`config.mk`:
```
export PLATFORM = sky130hd
export DESIGN_NAME = uart_tx_arbiter
export DESIGN_NICKNAME = d
export VERILOG_FILES = /design/src/rtl/uart_pkg.sv /design/src/rtl/uart_tx_arbiter_rr_select.sv /design/src/rtl/uart_tx_arbiter.sv
export SDC_FILE = /design/constraint.sdc
export NUM_CORES = 1
export LEC_CHECK = 0
export ABC_CLOCK_PERIOD_IN_PS = 2900
export CORE_MARGIN = 2
export CORE_UTILIZATION = 40
export DETAILED_ROUTE_END_ITERATION = 6
export GPL_TIMING_DRIVEN = 0
export PLACE_DENSITY_LB_ADDON = 0.25
export SLEW_MARGIN = 20
export SYNTH_ARGS = -nofsm -noshare
export SYNTH_HDL_FRONTEND = slang
export SYNTH_SLANG_ARGS = --single-unit
```
`constraint.sdc`:
```
create_clock -name clk -period 2.9 [get_ports clk]
set_input_delay 0.58 -clock clk [delete_from_list [all_inputs] [get_ports clk]]
set_output_delay 0.58 -clock clk [all_outputs]
set_load 0.01 [all_outputs]
```
`src/rtl/uart_pkg.sv`:
```
// uart_pkg: arbiter FSM state encodings and default inter-frame gap shared by the UART TX slice.
package uart_pkg;
  localparam logic [2:0] S_IDLE      = 3'd0;
  localparam logic [2:0] S_LAUNCH    = 3'd1;
  localparam logic [2:0] S_WAIT_BUSY = 3'd2;
  localparam logic [2:0] S_WAIT_DONE = 3'd3;
  localparam logic [2:0] S_GAP       = 3'd4;
  localparam int GAP_BITS_DEF = 1;
endpackage

```
`src/rtl/uart_tx_arbiter_rr_select.sv`:
```
// rr_select: combinational round-robin pick of the first set req bit at or after ptr, wrapping.
module rr_select #(
  parameter int N = 4,
  parameter int W = $clog2(N)
) (
  input  logic [N-1:0] req,
  input  logic [W-1:0] ptr,
  output logic         valid,
  output logic [W-1:0] idx
);
  // Scan from the farthest offset down so the nearest requester is assigned last and wins.
  always_comb begin
    valid = 1'b0;
    idx   = '0;
    for (int o = N - 1; o >= 0; o--) begin
      if (req[(int'(ptr) + o) % N]) begin
        valid = 1'b1;
        idx   = W'((int'(ptr) + o) % N);
      end
    end
  end
endmodule

```
`src/rtl/uart_tx_arbiter.sv`:
```
// uart_tx_arbiter: round-robin sharing of one UART serializer among N_REQ byte requesters.
module uart_tx_arbiter
  import uart_pkg::*;
#(
  parameter  int N_REQ    = 4,
  parameter  int GAP_BITS = GAP_BITS_DEF,
  localparam int W        = $clog2(N_REQ)
) (
  input  logic             clk,
  input  logic             rst,
  input  logic             b_tick,
  input  logic [N_REQ-1:0] req,
  input  logic [8*N_REQ-1:0] req_data,
  input  logic             tx_busy,
  output logic [N_REQ-1:0] ack,
  output logic             tx_start,
  output logic [7:0]       tx_data,
  output logic [W-1:0]     grant_id,
  output logic             busy
);
  localparam logic [3:0] GAP_LAST = 4'(GAP_BITS > 0 ? GAP_BITS - 1 : 0);
  logic [2:0]       state_q, state_d;
  logic [W-1:0]     ptr_q, ptr_d, grant_q, grant_d, sel_idx;
  logic [3:0]       gap_q, gap_d;
  logic [7:0]       data_q, data_d;
  logic [N_REQ-1:0] ack_q, ack_d;
  logic             start_q, start_d, sel_valid;
  rr_select #(.N(N_REQ), .W(W)) u_rr (
    .req   (req),
    .ptr   (ptr_q),
    .valid (sel_valid),
    .idx   (sel_idx)
  );
  wire grant = state_q == S_IDLE && sel_valid;
  always_comb begin
    state_d = state_q;
    ptr_d   = grant ? ((sel_idx == W'(N_REQ - 1)) ? '0 : sel_idx + W'(1)) : ptr_q;
    grant_d = grant ? sel_idx : grant_q;
    data_d  = grant ? req_data[8*sel_idx +: 8] : data_q;
    ack_d   = grant ? N_REQ'(1) << sel_idx : '0;
    start_d = state_q == S_LAUNCH;
    gap_d   = gap_q;
    case (state_q)
      S_IDLE:      state_d = sel_valid ? S_LAUNCH : S_IDLE;
      S_LAUNCH:    state_d = S_WAIT_BUSY;
      S_WAIT_BUSY: state_d = tx_busy ? S_WAIT_DONE : S_WAIT_BUSY;
      S_WAIT_DONE: begin
        state_d = tx_busy ? S_WAIT_DONE : S_GAP;
        gap_d   = '0;
      end
      S_GAP: begin
        state_d = (GAP_BITS == 0 || (b_tick && gap_q == GAP_LAST)) ? S_IDLE : S_GAP;
        gap_d   = b_tick ? gap_q + 4'd1 : gap_q;
      end
      default:     state_d = S_IDLE;
    endcase
  end
  always_ff @(posedge clk or posedge rst) begin
    if (rst) begin
      state_q <= S_IDLE;
      ptr_q   <= '0;
      grant_q <= '0;
      gap_q   <= '0;
      data_q  <= '0;
      ack_q   <= '0;
      start_q <= 1'b0;
    end else begin
      state_q <= state_d;
      ptr_q   <= ptr_d;
      grant_q <= grant_d;
      gap_q   <= gap_d;
      data_q  <= data_d;
      ack_q   <= ack_d;
      start_q <= start_d;
    end
  end
  assign ack      = ack_q;
  assign tx_start = start_q;
  assign tx_data  = data_q;
  assign grant_id = grant_q;
  assign busy     = state_q != S_IDLE;
endmodule

```
==> results by group, run 1 <==
Run status
  – Status: complete, no violations

Synth
  – Yosys warns: 0
  – Gate Count Post-Synth: about 140
  – Yosys reg bits: 24
  – EDFF count, synth: 0
  – Most common cell in the synthesized netlist: dfrtp_1
  – Syn avg cell area: around 10 sq um
  – Most frequent cells after synthesis: dfrtp_1, nor3_1, mux2i_1, nand2_1, inv_1
  – Sequential fraction of the synthesis area: 0.430
  – Yosys top cell by area: dfrtp_1
  – Primary FF master, synth: dfrtp_1
  – Post-Syn Area: between 1000 and 1500 sq um
  – Fraction of synthesis flops using an asynchronous set or reset pin: 1.00
  – Yosys top cell area share: 0.430
  – Syn Nets: between 150 and 200
  – Cell variety after synth: 32
  – Dominant cells by area after synthesis: dfrtp_1, mux2i_1, nor3_1

Pwr
  – P_leak: ~0.94 nW
  – Maximum vdd drop: between 0.3 and 0.4 mV
  – Power Density: between 800 and 900 nW/um^2

Detailed routing
  – Final routed DRC violation total: 0
  – Routed length per instance: approximately 14 um
  – Antenna Nets Post-Route: 0
  – Final wirelength: roughly 3.5 mm
  – Via count: 1,258
  – DR pass1 iterations: 4
  – Initial DRC count: 17
  – Vias per cell: about 5.2

Timing
  – Slew Viols, Final: 0
  – Final hold viol count: 0
  – Final TNS setup: 0 ns
  – Slew headroom: 0.393
  – Fmax: about 0.42 GHz
  – Final Setup Violations: 0
  – Fin crit period: approximately 2.4 ns
  – Slew @ Worst Pin: just over 0.9 ns
  – Tcrit/Tclk final: 0.822
  – Clock skew: between 0.003 and 0.004 ns
  – RSZ-0062 raised after global routing: no

Worst setup path
  – Critical Path RT: ~3.1 ns
  – CP bufs+invs: 4
  – Cell depth of the worst flop-to-flop path: 7
  – Most used cell, CP: buf_6
  – Worst setup endpoint: ptr_q[1]
  – CP Cell Sequence: clkdlybuf4s50_1 -> or3b_1 -> o221ai_2 -> buf_6 -> buf_6 -> inv_1 -> ha_1 -> mux2_4
  – Worst setup EP type: register
  – Delay-heaviest family, CP: buffers and inverters
  – Critical-path top delay cell: clkdlybuf4s50_1
  – Worst Setup SP: req[0]
  – R2R Path Start: ptr_q[1]
  – Crit Reg-Reg Endpoint: ptr_q[1]
  – Critical Path AT: roughly 2.6 ns
  – Worst Path Max Fanout: 10
  – Critical Path Stages: 8
  – CP Launch Type: input pin
  – Max incr delay on CP: 0.54 ns
  – Crit path kind: input pin to register
  – R2r setup slk: roughly 0.75 ns

GRT
  – Initial antenna violation count: 0
  – First-pass GRT wire length: 5.78 mm
  – GRT Resource Usage Total: 0.181
  – Vias in the first global route: 1,326
  – Largest net degree at the start of global routing: 25
  – Grt ovf: 0

Clock tree
  – # hold bufs at CTS: 0
  – # clock sinks: 24
  – Post_cts resized: 0
  – CTS root buf: clkbuf_4
  – CTS tree: done
  – Post-CTS setup buffers: 0
  – Clock buffer depth: 2
  – H-tree depth: 1
  – Clk_lat worst skew: ~0.31 ns
  – Clock slew at reported path FFs: 0.14 ns
  – Num CTS Buffers: 3

Floorplanning
  – Height of the die: 63.1 um
  – Area of the die: 3980 sq um
  – Die Wd: approximately 63 um
  – Starting density of the core: 0.418
  – Core outline area: between 3000 and 4000 sq um
  – I/O pins: between 50 and 60
  – Rows: 21

Cells and area
  – Final design utilization: 0.616
  – Area grow syn2layout: 47.3%
  – Non-filler instance count after layout: 242
  – Layout Nets: 240
  – Filler instances: 310
  – Share of layout cells above drive strength 1: 0.0816
  – Final Instance Area: roughly 2000 sq um
  – # diodes: 0

Place
  – Post-DP HPWL: 2.71 mm
  – Buffers on Ports: 55
  – Post-Place Cells: about 240
  – Dpl cell area: roughly 2000 sq um
  – GPL Wtd Cong: between 0.8 and 0.9

Min path
  – Hold WC Path Type: register to register
  – Hold Startpoint: tx_data[4]

Flow run
  – Max-cap violation count: 0
how the worst min path moves through the flow:
stage                              to  cells after the start
final                      tx_data[4]                      1
after global routing       tx_data[4]                      1
after CTS                  tx_data[4]                      1
after detailed placement   tx_data[2]                      1
after global placement    grant_id[0]                      2
after floorplan              gap_q[3]                      1
final cells by class:
cell class | instances | area [sq um] | area share
Timing Repair Buffer | 55 | 551 | 0.268
Sequential cell | 24 | 601 | 0.292
Clock buffer | 3 | 22.5 | 0.0109
Inverter | 9 | 33.8 | 0.0164
Clock inverter | 1 | 30.0 | 0.0146
Multi-Input combinational cell | 95 | 676 | 0.328
Buffer | 9 | 86.3 | 0.0420
Tap cell | 46 | 57.6 | 0.0280
registers in the layout, summed over array words and instances (netlist names):
register  count
grant_id      2
ack           4
tx_data       8
state_q       3
gap_q         4
ptr_q         2
tx_start      1
layout by cell type (no fill, tap or decap), types with 2 or more instances in the layout:
master and instances:
o21ai_0 3, a21oi_1 7, clkdlybuf4s50_1 55, nor2_1 4
clkbuf_1 2, nand2_1 10, ha_1 3, nand2b_1 2
a211o_1 8, a21boi_0 3, or2_1 2, nor3_1 18
buf_6 7, dfrtp_1 24, inv_1 9, a31oi_1 2
nor2b_1 2, clkbuf_4 3, mux2i_1 16
cells by family after synthesis:
logic type / share of synthesized area
compound gates: 0.156
buf+inv: 0.0860
fa+ha+maj: 0.0269
simple gates: 0.168
mux: 0.134
flops: 0.430
per-stage QoR:
stage	power [mW]	setup WS [ns]	hold WS, ns
final	1.74	0.517	0.509
after global placement	1.47	0.213	0.469
after CTS	1.75	0.493	0.514
after global routing	1.86	0.416	0.532
after floorplan	1.13	0.851	0.470
after detailed placement	1.50	0.161	0.480
power breakdown:
group / switching (mW) / internal [mW] / total (mW)
registers: 0.0895 / 0.459 / 0.548
logic: 0.426 / 0.515 / 0.941
clock network: 0.106 / 0.140 / 0.246
total: 0.621 / 1.11 / 1.74
routing by layer:
metal  vias up  part of all wire  global-route usage
li1        610                 -                   -
met1       617              0.42               0.205
met2        27              0.53               0.352
met3         4             0.035              0.0268
met4         0            0.0074              0.0444
met5         -                 0                   0
(Power assumes the default switching activity.)
==> run 2: changes to the inputs <==
--- a/config.mk
+++ b/config.mk
@@ -5,7 +5,7 @@
 export SDC_FILE = /design/constraint.sdc
 export NUM_CORES = 1
 export LEC_CHECK = 0
-export ABC_CLOCK_PERIOD_IN_PS = 2900
+export ABC_CLOCK_PERIOD_IN_PS = 2200
 export CORE_MARGIN = 2
 export CORE_UTILIZATION = 40
 export DETAILED_ROUTE_END_ITERATION = 6
==> constraint.sdc (replaced) <==
create_clock -name clk -period 2.2 [get_ports clk]
set_input_delay 0.44 -clock clk [delete_from_list [all_inputs] [get_ports clk]]
set_output_delay 0.44 -clock clk [all_outputs]
set_load 0.01 [all_outputs]
==> run 2 against run 1 <==
Routed wire length increased by 0.86%. Register-to-register slack got worse by 0.62 ns. Largest power group unchanged. Critical path type is now register to register. Sequential share of layout area decreased by 0.23 points. Final area increased by 0.79%. Clock power grew 32%. Count of clock-buffer cells in the layout is the same. Cell count up 0.41%. Via count is 0.24% higher. Critical path depth fell by 1. Global-route usage grew 0.11 points. Combinational power rose by 33%. Worst hold slack about the same.
==> results by group, run 2 (synthesis gave the netlist of run 1 again) <==
Run status
  – Status: complete, no violations

Cells and area
  – Area grow syn2layout: 48.5%
  – Filler instances: roughly 310
  – Layout Nets: roughly 240
  – Max reg flops: 8
  – Most common cell after layout, fill and taps aside: clkdlybuf4s50_1
  – Most frequent cells in the layout: clkdlybuf4s50_1, dfrtp_1, nor3_1, mux2i_1, nand2_1
  – # diodes: 0
  – Final Instance Area: between 2000 and 2500 sq um
  – Share of layout cells above drive strength 1: 0.0914

Timing
  – Fmax: around 0.48 GHz
  – Fin crit period: just over 2 ns
  – Tcrit/Tclk final: 0.939
  – Final hold viol count: 0
  – Slew headroom: 0.398
  – Final Setup Violations: 0
  – Slew Viols, Final: 0
  – Final TNS setup: 0 ns
  – RSZ-0062 raised after global routing: no
  – Slew @ Worst Pin: around 0.90 ns
  – Clock skew: just under 0.006 ns
  – Setup ws final: roughly 0.13 ns

Clock tree
  – Clk_lat worst skew: approximately 0.32 ns
  – CTS tree: done
  – # hold bufs at CTS: 0
  – CTS root buf: clkbuf_4
  – H-tree depth: 1
  – # clock sinks: 24
  – Clock slew at reported path FFs: 0.14 ns
  – Num CTS Buffers: 3
  – Clock buffer depth: 2

Floorplanning
  – Rows: 21
  – Starting density of the core: 0.418
  – Area of the die: between 3000 and 4000 sq um
  – Die Wd: ~63 um
  – I/O pins: between 50 and 60
  – Height of the die: 63.1 um
  – Core outline area: between 3000 and 4000 sq um

GRT
  – Largest net degree at the start of global routing: 25
  – Vias in the first global route: between 1,000 and 1,500
  – GRT Resource Usage Total: 0.182
  – Grt ovf: 0
  – First-pass GRT wire length: around 5.8 mm
  – Initial antenna violation count: 0

Detailed routing
  – Routed length per instance: ~15 um
  – DR pass1 iterations: 4
  – Vias per cell: 5.19
  – Initial DRC count: 19
  – Final routed DRC violation total: 0
  – Final wirelength: ~3.5 mm
  – Antenna Nets Post-Route: 0
  – Via count: 1,261

Worst setup path
  – Critical Path RT: 2.42 ns
  – Cell depth of the worst flop-to-flop path: 7
  – Critical Path AT: 2.28 ns
  – Crit path kind: register to register
  – Worst setup EP type: register
  – Worst Path Max Fanout: 10
  – CP Launch Type: register

Min path
  – Hold WC Path Type: register to register
  – Hold depth: 1

Place
  – Pre-CTS setup slack: -0.399 ns
  – Dpl cell area: roughly 2000 sq um
  – GPL Wtd Cong: about 0.84
  – Buffers on Ports: 55
  – Post-DP HPWL: 2.71 mm

Flow run
  – Max-cap violation count: 0

Pwr
  – P_leak: between 0.9 and 1 nW
  – Maximum vdd drop: just over 0.5 mV
  – Power Density: approximately 1100 nW/um^2
[run 2: changes by cell type in the layout (fill, tap and decap cells not counted)]
| cell | delta |
|---|---|
| clkdlybuf4s50_1 | -3 |
| dlymetal6s2s_1 | +3 |
| buf_4 | +1 |
| clkbuf_1 | -1 |
| clkbuf_2 | +1 |
[run 2: area by class of cell]
class / instances / area, sq um / area share
buffer: 9 / 87.6 / 0.0422
sequential: 24 / 601 / 0.290
inverter: 9 / 33.8 / 0.0163
multi-input combinational: 95 / 676 / 0.326
clock inverter: 1 / 30.0 / 0.0145
tap: 46 / 57.6 / 0.0278
timing repair buffer: 56 / 566 / 0.273
clock buffer: 3 / 22.5 / 0.0109
[run 2: final timing paths]
path	from	end	slack, ns
worst max-delay path	ptr_q[1]	ptr_q[1]	0.13
worst min-delay path	tx_data[4]	tx_data[4]	0.51
worst max register to register	ptr_q[1]	ptr_q[1]	0.13
worst min register to register	tx_data[4]	tx_data[4]	0.51
max in group asynchronous	rst	ptr_q[0]	1.05
min in group asynchronous	rst	tx_data[2]	0.60
[run 2: report_power, final]
part	total (mW)	switching (mW)	internal, mW
registers	0.723	0.118	0.605
logic	1.25	0.565	0.686
clock network	0.325	0.141	0.184
total	2.30	0.824	1.48
[run 2: metrics by stage]
step | cells | util | power, mW | hold slack, ns
2_1_floorplan | 137 | - | 1.49 | 0.455
3_3_place_gp | 238 | 0.601 | 1.94 | 0.469
3_5_place_dp | 238 | 0.601 | 1.98 | 0.480
4_1_cts | 243 | 0.619 | 2.32 | 0.514
5_1_grt | 243 | 0.621 | 2.46 | 0.532
6_report | 243 | 0.621 | 2.30 | 0.509
[run 2: timing repair]
| action | in CTS | in global routing |
|---|---|---|
| setup endpoints to repair | 1 | 2 |
| gates resized for setup | 1 | 3 |
| buffers inserted | 1 | 0 |
[run 2: routing by layer]
layer,GRT usage,wire (um),vias to the layer above,share of wire
li1,-,-,611,-
met1,0.216,1530,613,0.43
met2,0.343,1840,33,0.52
met3,0.0268,135,4,0.038
met4,0.0444,26,0,0.0074
met5,0,0,-,0
[run 2: critical path, cell delays in order (launching register included)]
cell and delay (ns):
dfrtp_1 0.48, mux2_2 0.37, o221ai_2 0.18, buf_6 0.14, buf_6 0.16, inv_1 0.09
ha_1 0.29, mux2_4 0.26
==> run 3: changes to the inputs <==
--- a/config.mk
+++ b/config.mk
@@ -6,7 +6,7 @@
 export NUM_CORES = 1
 export LEC_CHECK = 0
 export ABC_CLOCK_PERIOD_IN_PS = 2200
-export CORE_MARGIN = 2
+export CORE_MARGIN = 3
 export CORE_UTILIZATION = 40
 export DETAILED_ROUTE_END_ITERATION = 6
 export GPL_TIMING_DRIVEN = 0
==> run 3 against run 2 <==
Worst hold slack barely moved. Cell count down 0.82%. Final area fell by 0.24%. Sequential power hardly changed. Clock skew up 0.00074 ns. Critical endpoint unchanged. Combinational power about the same. Core utilization up 2.9 points. First-iteration DRC count rose by 140%. Global-route usage down 1.2 points. Power is essentially flat. Maximum frequency is 2.4% lower. Setup slack got worse by 0.050 ns.
==> results by group, run 3 (synthesis gave the netlist of run 1 again) <==
Run status
  – Status: complete, no violations

Detailed routing
  – Routed length per instance: about 15 um
  – DR pass1 iterations: 4
  – Vias per cell: between 5 and 6
  – Initial DRC count: 45
  – Antenna Nets Post-Route: 0
  – Via count: 1,270
  – Final wirelength: 3.59 mm
  – Final routed DRC violation total: 0

Worst setup path
  – Critical-path top delay cell: clkdlybuf4s50_1
  – Worst setup EP type: register
  – CP Launch Type: input pin
  – CP Cell Sequence: clkdlybuf4s50_1 -> mux2_2 -> o221ai_2 -> buf_6 -> buf_6 -> inv_1 -> ha_1 -> mux2_4
  – Critical Path AT: between 2 and 2.5 ns
  – Most used cell, CP: buf_6
  – Worst Path Max Fanout: 10
  – Crit path kind: input pin to register
  – Max incr delay on CP: roughly 0.47 ns
  – Critical Path RT: ~2.4 ns

Pwr
  – Maximum vdd drop: around 0.57 mV
  – Total power: between 2 and 2.5 mW
  – Power Density: 1110 nW/um^2
  – P_leak: 0.957 nW

Timing
  – Slew @ Worst Pin: about 0.91 ns
  – Tcrit/Tclk final: 0.962
  – RSZ-0062 raised after global routing: no
  – Final hold viol count: 0
  – Final TNS setup: 0 ns
  – Slew Viols, Final: 0
  – Final Setup Violations: 0
  – Clock skew: 0.00666 ns
  – Slew headroom: 0.394
  – Fmax: ~0.47 GHz
  – Fin crit period: 2.12 ns

Cells and area
  – Filler instances: 289
  – Share of layout cells above drive strength 1: 0.0914
  – Layout Nets: roughly 240
  – Max reg flops: 8
  – # diodes: 0
  – Most common cell after layout, fill and taps aside: clkdlybuf4s50_1
  – Area grow syn2layout: 48.1%
  – Most frequent cells in the layout: clkdlybuf4s50_1, dfrtp_1, nor3_1, mux2i_1, nand2_1

Floorplanning
  – Core outline area: about 3200 sq um
  – Die Wd: between 60 and 70 um
  – Starting density of the core: 0.439
  – Rows: 20
  – Height of the die: 65.1 um
  – Area of the die: about 4200 sq um
  – I/O pins: between 50 and 60

Clock tree
  – # hold bufs at CTS: 0
  – Clk_lat worst skew: about 0.31 ns
  – CTS tree: done
  – Num CTS Buffers: 3
  – Clock buffer depth: 2
  – Clock slew at reported path FFs: approximately 0.14 ns
  – CTS root buf: clkbuf_4
  – H-tree depth: 1
  – # clock sinks: 24

GRT
  – Initial antenna violation count: 0
  – Largest net degree at the start of global routing: 25
  – GRT Resource Usage Total: 0.171
  – Vias in the first global route: roughly 1,300
  – Grt ovf: 0
  – First-pass GRT wire length: approximately 5.7 mm

Min path
  – Hold WC Path Type: register to register

Place
  – Buffers on Ports: between 50 and 60
  – GPL Wtd Cong: ~0.8
  – Post-DP HPWL: 2.68 mm

Flow run
  – Max-cap violation count: 0
-- run 3: cell count changes in the layout (fill, tap and decap cells not counted), sizes merged --
cell,delta
clkdlybuf4s50,+1
dlymetal6s2s,-1
-- run 3: routing by layer --
metal,wire [um],GRT usage,up-vias
li1,-,-,611
met1,1520,0.213,608
met4,23,0.0415,0
met2,1850,0.307,49
met5,0,0,-
met3,202,0.0260,2
-- run 3: worst paths after layout --
kind                               end   startpoint  depth (start not counted)  slack (ns)
max                           ptr_q[1]       req[1]                          8        0.08
min                        grant_id[0]  grant_id[0]                          2        0.51
max reg2reg                   ptr_q[1]     ptr_q[1]                          7        0.12
min reg2reg                grant_id[0]  grant_id[0]                          2        0.51
max in group asynchronous       ack[3]          rst                          2        1.04
min in group asynchronous   tx_data[1]          rst                          2        0.60
-- run 3: repair_timing --
action / 4_1_cts / 5_1_grt
buffers inserted: 1 / 0
resized for setup: 1 / 3
pin swaps: 0 / 0
endpoints found under the setup margin: 1 / 4
-- run 3: where the power goes --
group	switching [mW]	internal, mW
Clock	0.138	0.184
Sequential	0.119	0.605
Combinational	0.567	0.687
Total	0.825	1.48
-- run 3: worst max-delay path, delay by kind of cell --
family / cells / cell delay, ns
compound gates: 1 / 0.18
mux: 2 / 0.57
buf+inv: 4 / 0.85
fa+ha+maj: 1 / 0.30
-- run 3: layout make-up --
cell class | instances | area, sq um | area share
multi-input cells | 95 | 676 | 0.327
flip-flops and latches | 24 | 601 | 0.290
repair buffers | 56 | 563 | 0.272
plain buffers | 9 | 87.6 | 0.0423
well taps | 44 | 55.1 | 0.0266
inverters | 9 | 33.8 | 0.0163
clock inverters | 1 | 30.0 | 0.0145
clock buffers | 3 | 22.5 | 0.0109
-- run 3: per-stage QoR --
| stage | setup WS (ns) | area (sq um) | cells | hold slack (ns) | util |
|---|---|---|---|---|---|
| 2_1_floorplan | 0.252 | 1400 | 137 | 0.455 | - |
| 3_3_place_gp | -0.346 | 2000 | 236 | 0.463 | 0.630 |
| 3_5_place_dp | -0.377 | 2000 | 236 | 0.477 | 0.630 |
| 4_1_cts | 0.0319 | 2060 | 241 | 0.511 | 0.649 |
| 5_1_grt | 0.000623 | 2070 | 241 | 0.529 | 0.651 |
| 6_report | 0.0832 | 2070 | 241 | 0.508 | 0.651 |
